--- src/rtl/video_out_pkg.sv ---
// Shared constants for the video output path: TMDS control codes and
// serializer defaults.
package video_out_pkg;

  // TMDS control symbols, indexed by {C1,C0}
  localparam logic [9:0] CTRL_00 = 10'b1101010100;
  localparam logic [9:0] CTRL_01 = 10'b0010101011;
  localparam logic [9:0] CTRL_10 = 10'b0101010100;
  localparam logic [9:0] CTRL_11 = 10'b1010101011;

  localparam int         SYM_W_DEF    = 10;
  localparam logic [9:0] IDLE_SYM_DEF = CTRL_00;

endpackage

--- src/rtl/video_ser_lane.sv ---
// One serial lane: parallel-load shift register with a registered serial
// output. On load the first bit goes straight to the output flop so it
// appears in the cycle right after the load edge.
module video_ser_lane #(
  parameter int SYM_W     = 10,
  parameter int LSB_FIRST = 1
) (
  input  logic             clk,
  input  logic             rst_n,
  input  logic             clear,
  input  logic             load,
  input  logic [SYM_W-1:0] sym,
  output logic             ser
);

  logic [SYM_W-1:0] sr;

  // Shift register and output flop; clear wins, then load, then shift
  always_ff @(posedge clk or negedge rst_n) begin
    if (!rst_n) begin
      sr  <= '0;
      ser <= 1'b0;
    end else if (clear) begin
      sr  <= '0;
      ser <= 1'b0;
    end else if (load) begin
      if (LSB_FIRST != 0) begin
        ser <= sym[0];
        sr  <= {1'b0, sym[SYM_W-1:1]};
      end else begin
        ser <= sym[SYM_W-1];
        sr  <= {sym[SYM_W-2:0], 1'b0};
      end
    end else begin
      if (LSB_FIRST != 0) begin
        ser <= sr[0];
        sr  <= {1'b0, sr[SYM_W-1:1]};
      end else begin
        ser <= sr[SYM_W-1];
        sr  <= {sr[SYM_W-2:0], 1'b0};
      end
    end
  end

endmodule

--- src/rtl/video_serializer.sv ---
// Bit-rate serializer for CHANNELS parallel symbol lanes with a one-entry
// holding buffer, clock-lane pattern, symbol-boundary strobe and idle
// insertion on underflow.
module video_serializer
  import video_out_pkg::*;
#(
  parameter int               CHANNELS  = 3,
  parameter int               SYM_W     = SYM_W_DEF,
  parameter int               LSB_FIRST = 1,
  parameter logic [SYM_W-1:0] IDLE_SYM  = IDLE_SYM_DEF
) (
  input  logic                      clk_i,
  input  logic                      rst_n_i,
  input  logic                      en_i,
  input  logic [CHANNELS*SYM_W-1:0] sym_i,
  input  logic                      sym_valid_i,
  output logic                      sym_ready_o,
  output logic [CHANNELS-1:0]       ser_o,
  output logic                      ser_clk_o,
  output logic                      frame_o,
  output logic                      underflow_o,
  output logic [15:0]               underflow_cnt_o,
  input  logic                      underflow_clr_i
);

  localparam int               CNT_W    = (SYM_W > 2) ? $clog2(SYM_W) : 1;
  localparam int               BUS_W    = CHANNELS * SYM_W;
  localparam logic [CNT_W-1:0] CNT_LAST = CNT_W'(SYM_W - 1);
  localparam logic [CNT_W-1:0] CNT_HALF = CNT_W'(SYM_W / 2);

  if ((SYM_W < 2) || ((SYM_W % 2) != 0)) begin : g_bad_sym_w
    $error("video_serializer: SYM_W must be even and >= 2");
  end

  logic [CNT_W-1:0] bit_cnt;
  logic [CNT_W-1:0] bit_cnt_nxt;
  logic             buf_full;
  logic [BUS_W-1:0] buf_data;
  logic [BUS_W-1:0] load_data;
  logic             load;
  logic             accept;
  logic             idle_ins;
  logic             lane_clear;
  logic             frame_q;
  logic             ser_clk_q;
  logic             underflow_q;
  logic [15:0]      uf_cnt_q;

  // Ready depends only on buffer state and the load slot, never on valid
  assign sym_ready_o     = !buf_full || load;
  assign lane_clear      = !en_i;
  assign frame_o         = frame_q;
  assign ser_clk_o       = ser_clk_q;
  assign underflow_o     = underflow_q;
  assign underflow_cnt_o = uf_cnt_q;

  // Load slot, handshake and the next bit index shown on the outputs
  always_comb begin
    load      = en_i && (bit_cnt == CNT_LAST);
    accept    = sym_valid_i && sym_ready_o;
    idle_ins  = load && !buf_full;
    load_data = buf_full ? buf_data : {CHANNELS{IDLE_SYM}};
    if (!en_i)
      bit_cnt_nxt = CNT_LAST;
    else if (bit_cnt == CNT_LAST)
      bit_cnt_nxt = '0;
    else
      bit_cnt_nxt = bit_cnt + 1'b1;
  end

  // Bit counter plus frame strobe and clock-lane pattern, aligned with ser_o
  always_ff @(posedge clk_i or negedge rst_n_i) begin
    if (!rst_n_i) begin
      bit_cnt   <= CNT_LAST;
      frame_q   <= 1'b0;
      ser_clk_q <= 1'b0;
    end else begin
      bit_cnt   <= bit_cnt_nxt;
      frame_q   <= load;
      ser_clk_q <= en_i && (bit_cnt_nxt < CNT_HALF);
    end
  end

  // Holding buffer; a same-cycle accept refills it as the old entry leaves
  always_ff @(posedge clk_i or negedge rst_n_i) begin
    if (!rst_n_i) begin
      buf_full <= 1'b0;
      buf_data <= '0;
    end else if (accept) begin
      buf_full <= 1'b1;
      buf_data <= sym_i;
    end else if (load) begin
      buf_full <= 1'b0;
    end
  end

  // Sticky underflow flag and saturating insertion count; an insertion
  // coinciding with a clear still counts as one
  always_ff @(posedge clk_i or negedge rst_n_i) begin
    if (!rst_n_i) begin
      underflow_q <= 1'b0;
      uf_cnt_q    <= '0;
    end else if (underflow_clr_i) begin
      underflow_q <= idle_ins;
      uf_cnt_q    <= {15'd0, idle_ins};
    end else if (idle_ins) begin
      underflow_q <= 1'b1;
      if (uf_cnt_q != 16'hFFFF)
        uf_cnt_q <= uf_cnt_q + 16'd1;
    end
  end

  for (genvar k = 0; k < CHANNELS; k++) begin : g_lane
    video_ser_lane #(
      .SYM_W     (SYM_W),
      .LSB_FIRST (LSB_FIRST)
    ) u_lane (
      .clk   (clk_i),
      .rst_n (rst_n_i),
      .clear (lane_clear),
      .load  (load),
      .sym   (load_data[k*SYM_W +: SYM_W]),
      .ser   (ser_o[k])
    );
  end

endmodule

--- config.mk ---
export PLATFORM = sky130hd
export DESIGN_NAME = video_serializer
export DESIGN_NICKNAME = d
export VERILOG_FILES = /design/src/rtl/video_out_pkg.sv /design/src/rtl/video_ser_lane.sv /design/src/rtl/video_serializer.sv
export SDC_FILE = /design/constraint.sdc
export NUM_CORES = 1
export LEC_CHECK = 0
export ABC_CLOCK_PERIOD_IN_PS = 4700
export CAP_MARGIN = 20
export CORE_MARGIN = 3
export CORE_UTILIZATION = 55
export CTS_CLUSTER_SIZE = 24
export DETAILED_ROUTE_END_ITERATION = 8
export GPL_TIMING_DRIVEN = 1
export PLACE_DENSITY = 0.82
export SETUP_SLACK_MARGIN = 0.5
export SKIP_CTS_REPAIR_TIMING = 1
export SLEW_MARGIN = 20
export SYNTH_ARGS = -nofsm -noshare
export SYNTH_HDL_FRONTEND = slang
export SYNTH_SLANG_ARGS = --single-unit
--- constraint.sdc ---
create_clock -name clk_i -period 4.7 [get_ports clk_i]
set_input_delay 0.94 -clock clk_i [delete_from_list [all_inputs] [get_ports clk_i]]
set_output_delay 0.94 -clock clk_i [all_outputs]
set_load 0.02 [all_outputs]
==> summary.txt, run 1 <==
predominant post-synthesis flop cell -> dfrtp_1
Pwr Density -> 452 nW/um^2
dpl cell area -> 4190 sq um
Avg WL per Cell -> 16.5 um
Avg Inst Size Synth -> 12.5 sq um
max_cap viols -> 0
Worst-Skew Late Latency -> 0.34 ns
CP Launch Type -> primary input
Worst path max stage delay -> 0.63 ns
register area share after synthesis -> 58.2%
CTS root buf -> clkbuf_8
asr flop ratio synth -> 100%
post-synth cell types -> 41
most common cell after layout, fill and taps aside -> dfrtp_1
pins over their slew limit -> 0
fin crit share -> 75.1%
vias in the first global route -> 2380
DRC Markers -> 0
status -> completed
worst setup margin -> 1.17 ns
Critical Path Most Common Cell -> clkdlybuf4s50_1
Die Y -> 87.1 um
post-synth top area share -> 56.8%
Pre-Repair DR Iteration Count -> 4
synthesized area -> 3610 sq um
commonest cells after routing, fill and taps aside -> dfrtp_1 (82), clkdlybuf4s50_1 (56), mux2_2 (33), a21oi_1 (16), a22o_1 (14)
met3 Use GR -> 3.69%
grt total ovfl -> 0
Rows -> 28
post-route ant nets -> 0
Starting Density -> 58.9%
placed insts -> 403
first-pass GRT wire length -> 11.6 mm
ant diodes -> 0
worst slack, placed -> 1.17 ns
post-synthesis register bit count -> 84
CTS Sinks -> 84
M2 GR Usage -> 30.2%
Synth area leaders -> dfrtp_1 (57%), mux2_2 (10%), a22o_1 (3.4%), o211a_1 (3.3%), nand3b_1 (2.7%)
CP top delay family -> buffers and inverters
actual slew at the worst max-slew pin -> 0.950 ns
count of final setup violators -> 0
DP HPWL -> 4.51 mm
CP Cell Sequence -> clkdlybuf4s50_1, buf_4, nand4b_4, nand2_1, clkdlybuf4s50_1
HP Class -> reg -> reg
Period minus WS final -> 3.53 ns
WS Path Type -> in -> out
Area Overhead vs Synth -> 21.7%
H-Tree Depth -> 3
CTS tree -> done
Post-Syn Instances -> 290
Net Count, Synth -> 328
initial antenna violation count -> 0
worst hold slack -> 0.475 ns
Util after Layout -> 71.7%
core area -> 6130 sq um
vias -> 2476
DR vias/cell -> 5.92
Arrival @ worst endpoint -> 2.59 ns
met1 usage -> 28.4%
final wirelength -> 6.89 mm
Finished Layout Cells -> 418
Clock Pin Slew Worst Setup and Hold Paths -> 0.08 ns
WP buf/inv -> 3
crit-path max FO -> 18
clock skew -> 0.00582 ns
post-synth top area cell -> dfrtp_1
Slew headroom -> 36.7%
Die Area -> 7580 sq um
setup tns final -> 0 ns
Final Instance Area -> 4400 sq um
GRT busiest layer -> met2
RePlAce Congestion -> 0.827
Total Power -> 1.99 mW
synth warn -> 0
Die X -> 87.1 um
share of cells above drive strength 1 -> 16.3%
CP endpoint kind -> output pin
Fmax -> 283 MHz
DRT iter0 DRCs -> 124
Critical Path RT -> 3.76 ns
number of I/O port buffers -> 57
Peak VDD IR -> 0.000286 V
All-Layer GR Usage -> 19.7%
Leakage -> 1.96 nW
final net count -> 377
critical path's slowest cell -> clkdlybuf4s50_1
largest net degree at the start of global routing -> 85
number of synthesized flops with an enable pin -> 0
RSZ-0062 raised after global routing -> false
Hold Vio Cnt, Final -> 0
CTS Buffer Depth -> 2
Ports -> 58
CTS Buf Count -> 9
-- worst reg2reg max path, stage by stage, from the launching register on --
cell and delay, ns:
dfstp_2 0.57, ha_1 0.23, and3b_1 0.81, nor2b_1 0.36
buf_4 0.29, and2_1 0.16, a21oi_1 0.13
-- cells in the mapped netlist, types with 2 or more instances --
cell type,instances
a21oi_1,16
a22o_1,14
and2_1,3
and3_1,2
buf_2,2
buf_4,3
clkbuf_1,15
dfrtp_1,82
dfstp_2,2
ha_1,3
inv_1,7
mux2_2,33
nand2_1,9
nand2b_1,3
nand3_1,6
nand3b_1,13
nand4_1,6
nor2_1,5
nor2b_1,6
nor3_1,2
nor4_1,2
o211a_1,12
o211ai_1,2
o21ai_0,8
o31ai_1,8
or3_1,3
or4_1,9
-- path summary, 6_finish.rpt --
path,slack (ns),endpoint,cells after the start,from
max in group asynchronous,3.55,underflow_cnt_o[15]$_DFFE_PN0P_,1,rst_n_i
setup / recovery,1.17,sym_ready_o,5,en_i
min in group asynchronous,0.63,underflow_o$_DFFE_PN0P_,1,rst_n_i
hold / removal,0.47,g_lane[1].u_lane.sr[2]$_DFF_PN0_,1,g_lane[1].u_lane.sr[3]$_DFF_PN0_
setup reg to reg,2.08,ser_clk_o$_DFF_PN0_,6,bit_cnt[0]$_DFF_PN1_
hold reg to reg,0.47,g_lane[1].u_lane.sr[2]$_DFF_PN0_,1,g_lane[1].u_lane.sr[3]$_DFF_PN0_
-- cell families (layout without fill, tap and decap cells) --
| logic type | after synthesis | count (layout) | share of synthesized area (%) |
|---|---|---|---|
| simple gates | 76 | 76 | 13.6 |
| fa+ha+maj | 3 | 3 | 1.04 |
| xor+xnor | 2 | 2 | 0.485 |
| mux | 33 | 33 | 10.3 |
| buf+inv | 29 | 82 | 3.60 |
| flops | 84 | 84 | 58.2 |
| compound gates | 63 | 63 | 12.8 |
-- final cells by class --
cell class | instances | area [sq um]
Clock buffer | 9 | 124
Clock inverter | 6 | 66.3
Fill cell | 435 | 1730
Inverter | 7 | 26.3
Multi-Input combinational cell | 177 | 1390
Sequential cell | 84 | 2100
Tap cell | 75 | 93.8
Timing Repair Buffer | 60 | 594
-- registers in the layout, summed over array words and instances, names as in the netlist --
signal             flops
buf_data              30
g_lane.u_lane.sr      27
underflow_cnt_o       16
bit_cnt                4
g_lane.u_lane.ser      3
buf_full               1
frame_o                1
ser_clk_o              1
underflow_o            1
-- power by group --
| group | switching (mW) | internal (mW) |
|---|---|---|
| clock | 0.252 | 0.242 |
| sequential | 0.113 | 0.936 |
| combinational | 0.188 | 0.258 |
-- layer usage --
| metal | up-vias | routed length, um |
|---|---|---|
| met3 | 10 | 247 |
| met5 | - | 0 |
| met4 | 0 | 93 |
| met1 | 1254 | 3250 |
| met2 | 50 | 3290 |
| li1 | 1162 | - |
(Power assumes the default switching activity.)
==> run 2, diff against run 1 <==
Settings changed: ABC_CLOCK_PERIOD_IN_PS 4700 to 3200, CORE_UTILIZATION 55 to 48, PLACE_DENSITY 0.82 to 0.76.
Clock period 4.7 ns to 3.2 ns, I/O delays scaled along.
==> run 2 against run 1 <==
Non-clock buffer count increased by 4; critical path type unchanged; setup slack got worse by 0.37 ns; largest power group unchanged; clock power increased by 69%; highest routed layer unchanged.
==> summary.txt, run 2 (synthesis results as in run 1) <==
r2r setup slk -> 0.89 ns (-1.19 ns)
Starting Density -> 49.6% (-9.4 points)
Final Instance Area -> 4480 sq um (+2.0%)
count of final setup violators -> 0 (unchanged)
Fmax -> 418 MHz
CP top delay family -> buffers and inverters
Util after Layout -> 61.5% (-10 points)
share of cells above drive strength 1 -> 17.2% (+0.91 points)
RSZ-0062 raised after global routing -> false
H-Tree Depth -> 3 (unchanged)
pins over their slew limit -> 0 (unchanged)
dpl cell area -> 4250 sq um (+1.4%)
max_cap viols -> 0 (unchanged)
CTS Sinks -> 84 (unchanged)
Critical Path RT -> 2.56 ns (-1.20 ns)
actual slew at the worst max-slew pin -> 0.731 ns (-0.219 ns)
CP startpoint -> en_i
worst r2r path cells -> 5 (-1)
CTS Buf Count -> 9 (unchanged)
Critical R2R Launch -> bit_cnt[0]$_DFF_PN1_
fin crit share -> 74.8%
DP HPWL -> 4.46 mm (-0.92%)
CTS Buffer Depth -> 2 (unchanged)
max FFs per register -> 30 (unchanged)
All-Layer GR Usage -> 17.2% (-2.5 points)
CTS root buf -> clkbuf_8
worst hold slack -> 0.309 ns (-0.165 ns)
final wirelength -> 6.94 mm (+0.76%)
DR vias/cell -> 5.62 (-5.2%)
WP buf/inv -> 2 (-1)
WS Path Type -> in -> out
Hold Vio Cnt, Final -> 0 (unchanged)
initial antenna violation count -> 0 (unchanged)
setup tns final -> 0 ns (unchanged)
DRC Markers -> 0 (unchanged)
Die Area -> 8610 sq um (+14%)
core area -> 7290 sq um (+19%)
grt total ovfl -> 0 (unchanged)
Leakage -> 1.99 nW (+2.0%)
CP Cell Sequence -> clkdlybuf4s50_1, nand4b_4, nand2_1, dlymetal6s2s_1
Rows -> 31 (+11%)
worst setup margin -> 0.806 ns (-0.366 ns)
placed insts -> 431 (+6.9%)
cell count along the critical path -> 4 (-1)
worst slack, placed -> 0.431 ns (-0.742 ns)
final net count -> 381 (+1.1%)
Period minus WS final -> 2.39 ns
Pwr Density -> 675 nW/um^2 (+49%)
first-pass GRT wire length -> 11.7 mm (+0.77%)
Reg-to-Reg End -> underflow_cnt_o[10]$_DFFE_PN0P_
clock skew -> 0.00981 ns (+0.00399 ns)
HP Class -> in -> async
commonest cells after routing, fill and taps aside -> dfrtp_1 (82), clkdlybuf4s50_1 (55), mux2_2 (33), a21oi_1 (16), a22o_1 (14)
CTS tree -> done
vias in the first global route -> 2377 (-0.13%)
largest net degree at the start of global routing -> 85 (unchanged)
ant diodes -> 0 (unchanged)
post-route ant nets -> 0 (unchanged)
Worst path max stage delay -> 0.53 ns (-0.10 ns)
critical path's slowest cell -> clkdlybuf4s50_1
RePlAce Congestion -> 0.747 (-9.7%)
Die Y -> 92.8 um (+6.6%)
CP Launch Type -> primary input
vias -> 2510 (+1.4%)
largest register by flop count -> buf_data
Ports -> 58 (unchanged)
status -> completed
Pre-Repair DR Iteration Count -> 4 (unchanged)
CP endpoint kind -> output pin
Slew headroom -> 51.3% (+15 points)
critical path endpoint -> sym_ready_o
Worst-Skew Late Latency -> 0.35 ns (about the same)
most common cell after layout, fill and taps aside -> dfrtp_1
DRT iter0 DRCs -> 172 (+39%)
crit-path max FO -> 7 (-11)
Area Overhead vs Synth -> 24.1%
Die X -> 92.8 um (+6.6%)
Finished Layout Cells -> 447 (+6.9%)
number of I/O port buffers -> 57 (unchanged)
Total Power -> 3.03 mW (+52%)
Arrival @ worst endpoint -> 1.75 ns (-0.84 ns)
Avg WL per Cell -> 15.5 um (-5.8%)
Peak VDD IR -> 0.000366 V (+28%)
Clock Pin Slew Worst Setup and Hold Paths -> 0.09 ns (about the same)
==> run 2: layer usage <==
metal,global-route usage [%],share of wire [%]
met3,3.41,3.6
met2,26.6,48
met5,0,0
met4,7.33,1.9
met1,23.8,46
==> run 2: final cells by class <==
class,instances,area (sq um)
fillers,594,2810
flip-flops and latches,84,2100
multi-input cells,177,1380
repair buffers,64,627
clock buffers,10,128
well taps,99,124
clock inverters,6,96.3
inverters,7,26.3
==> run 2: worst min path at each step <==
stage,from,end,slack (ns),cells after the start
after global placement,g_lane[1].u_lane.sr[5]$_DFF_PN0_,g_lane[1].u_lane.sr[4]$_DFF_PN0_,0.45,1
after floorplan,rst_n_i,bit_cnt[1]$_DFF_PN0_,0.34,0
after global routing,rst_n_i,buf_data[0]$_DFFE_PN0P_,0.35,1
final,rst_n_i,g_lane[0].u_lane.ser$_DFF_PN0_,0.31,1
after CTS,g_lane[0].u_lane.sr[3]$_DFF_PN0_,g_lane[0].u_lane.sr[2]$_DFF_PN0_,0.47,1
after detailed placement,g_lane[2].u_lane.sr[0]$_DFF_PN0_,g_lane[2].u_lane.ser$_DFF_PN0_,0.46,1
==> run 2: worst register-to-register path, stage by stage (launching register included) <==
cell,delay (ns)
dfstp_2,0.57
ha_1,0.23
nand4b_4,0.20
or4_1,0.65
or4_1,0.43
a21oi_1,0.15
==> run 2: report_power, final <==
group | internal (mW) | leakage [nW] | switching (mW)
sequential | 1.37 | 1.07 | 0.137
clock | 0.449 | 0.109 | 0.388
combinational | 0.388 | 0.811 | 0.291
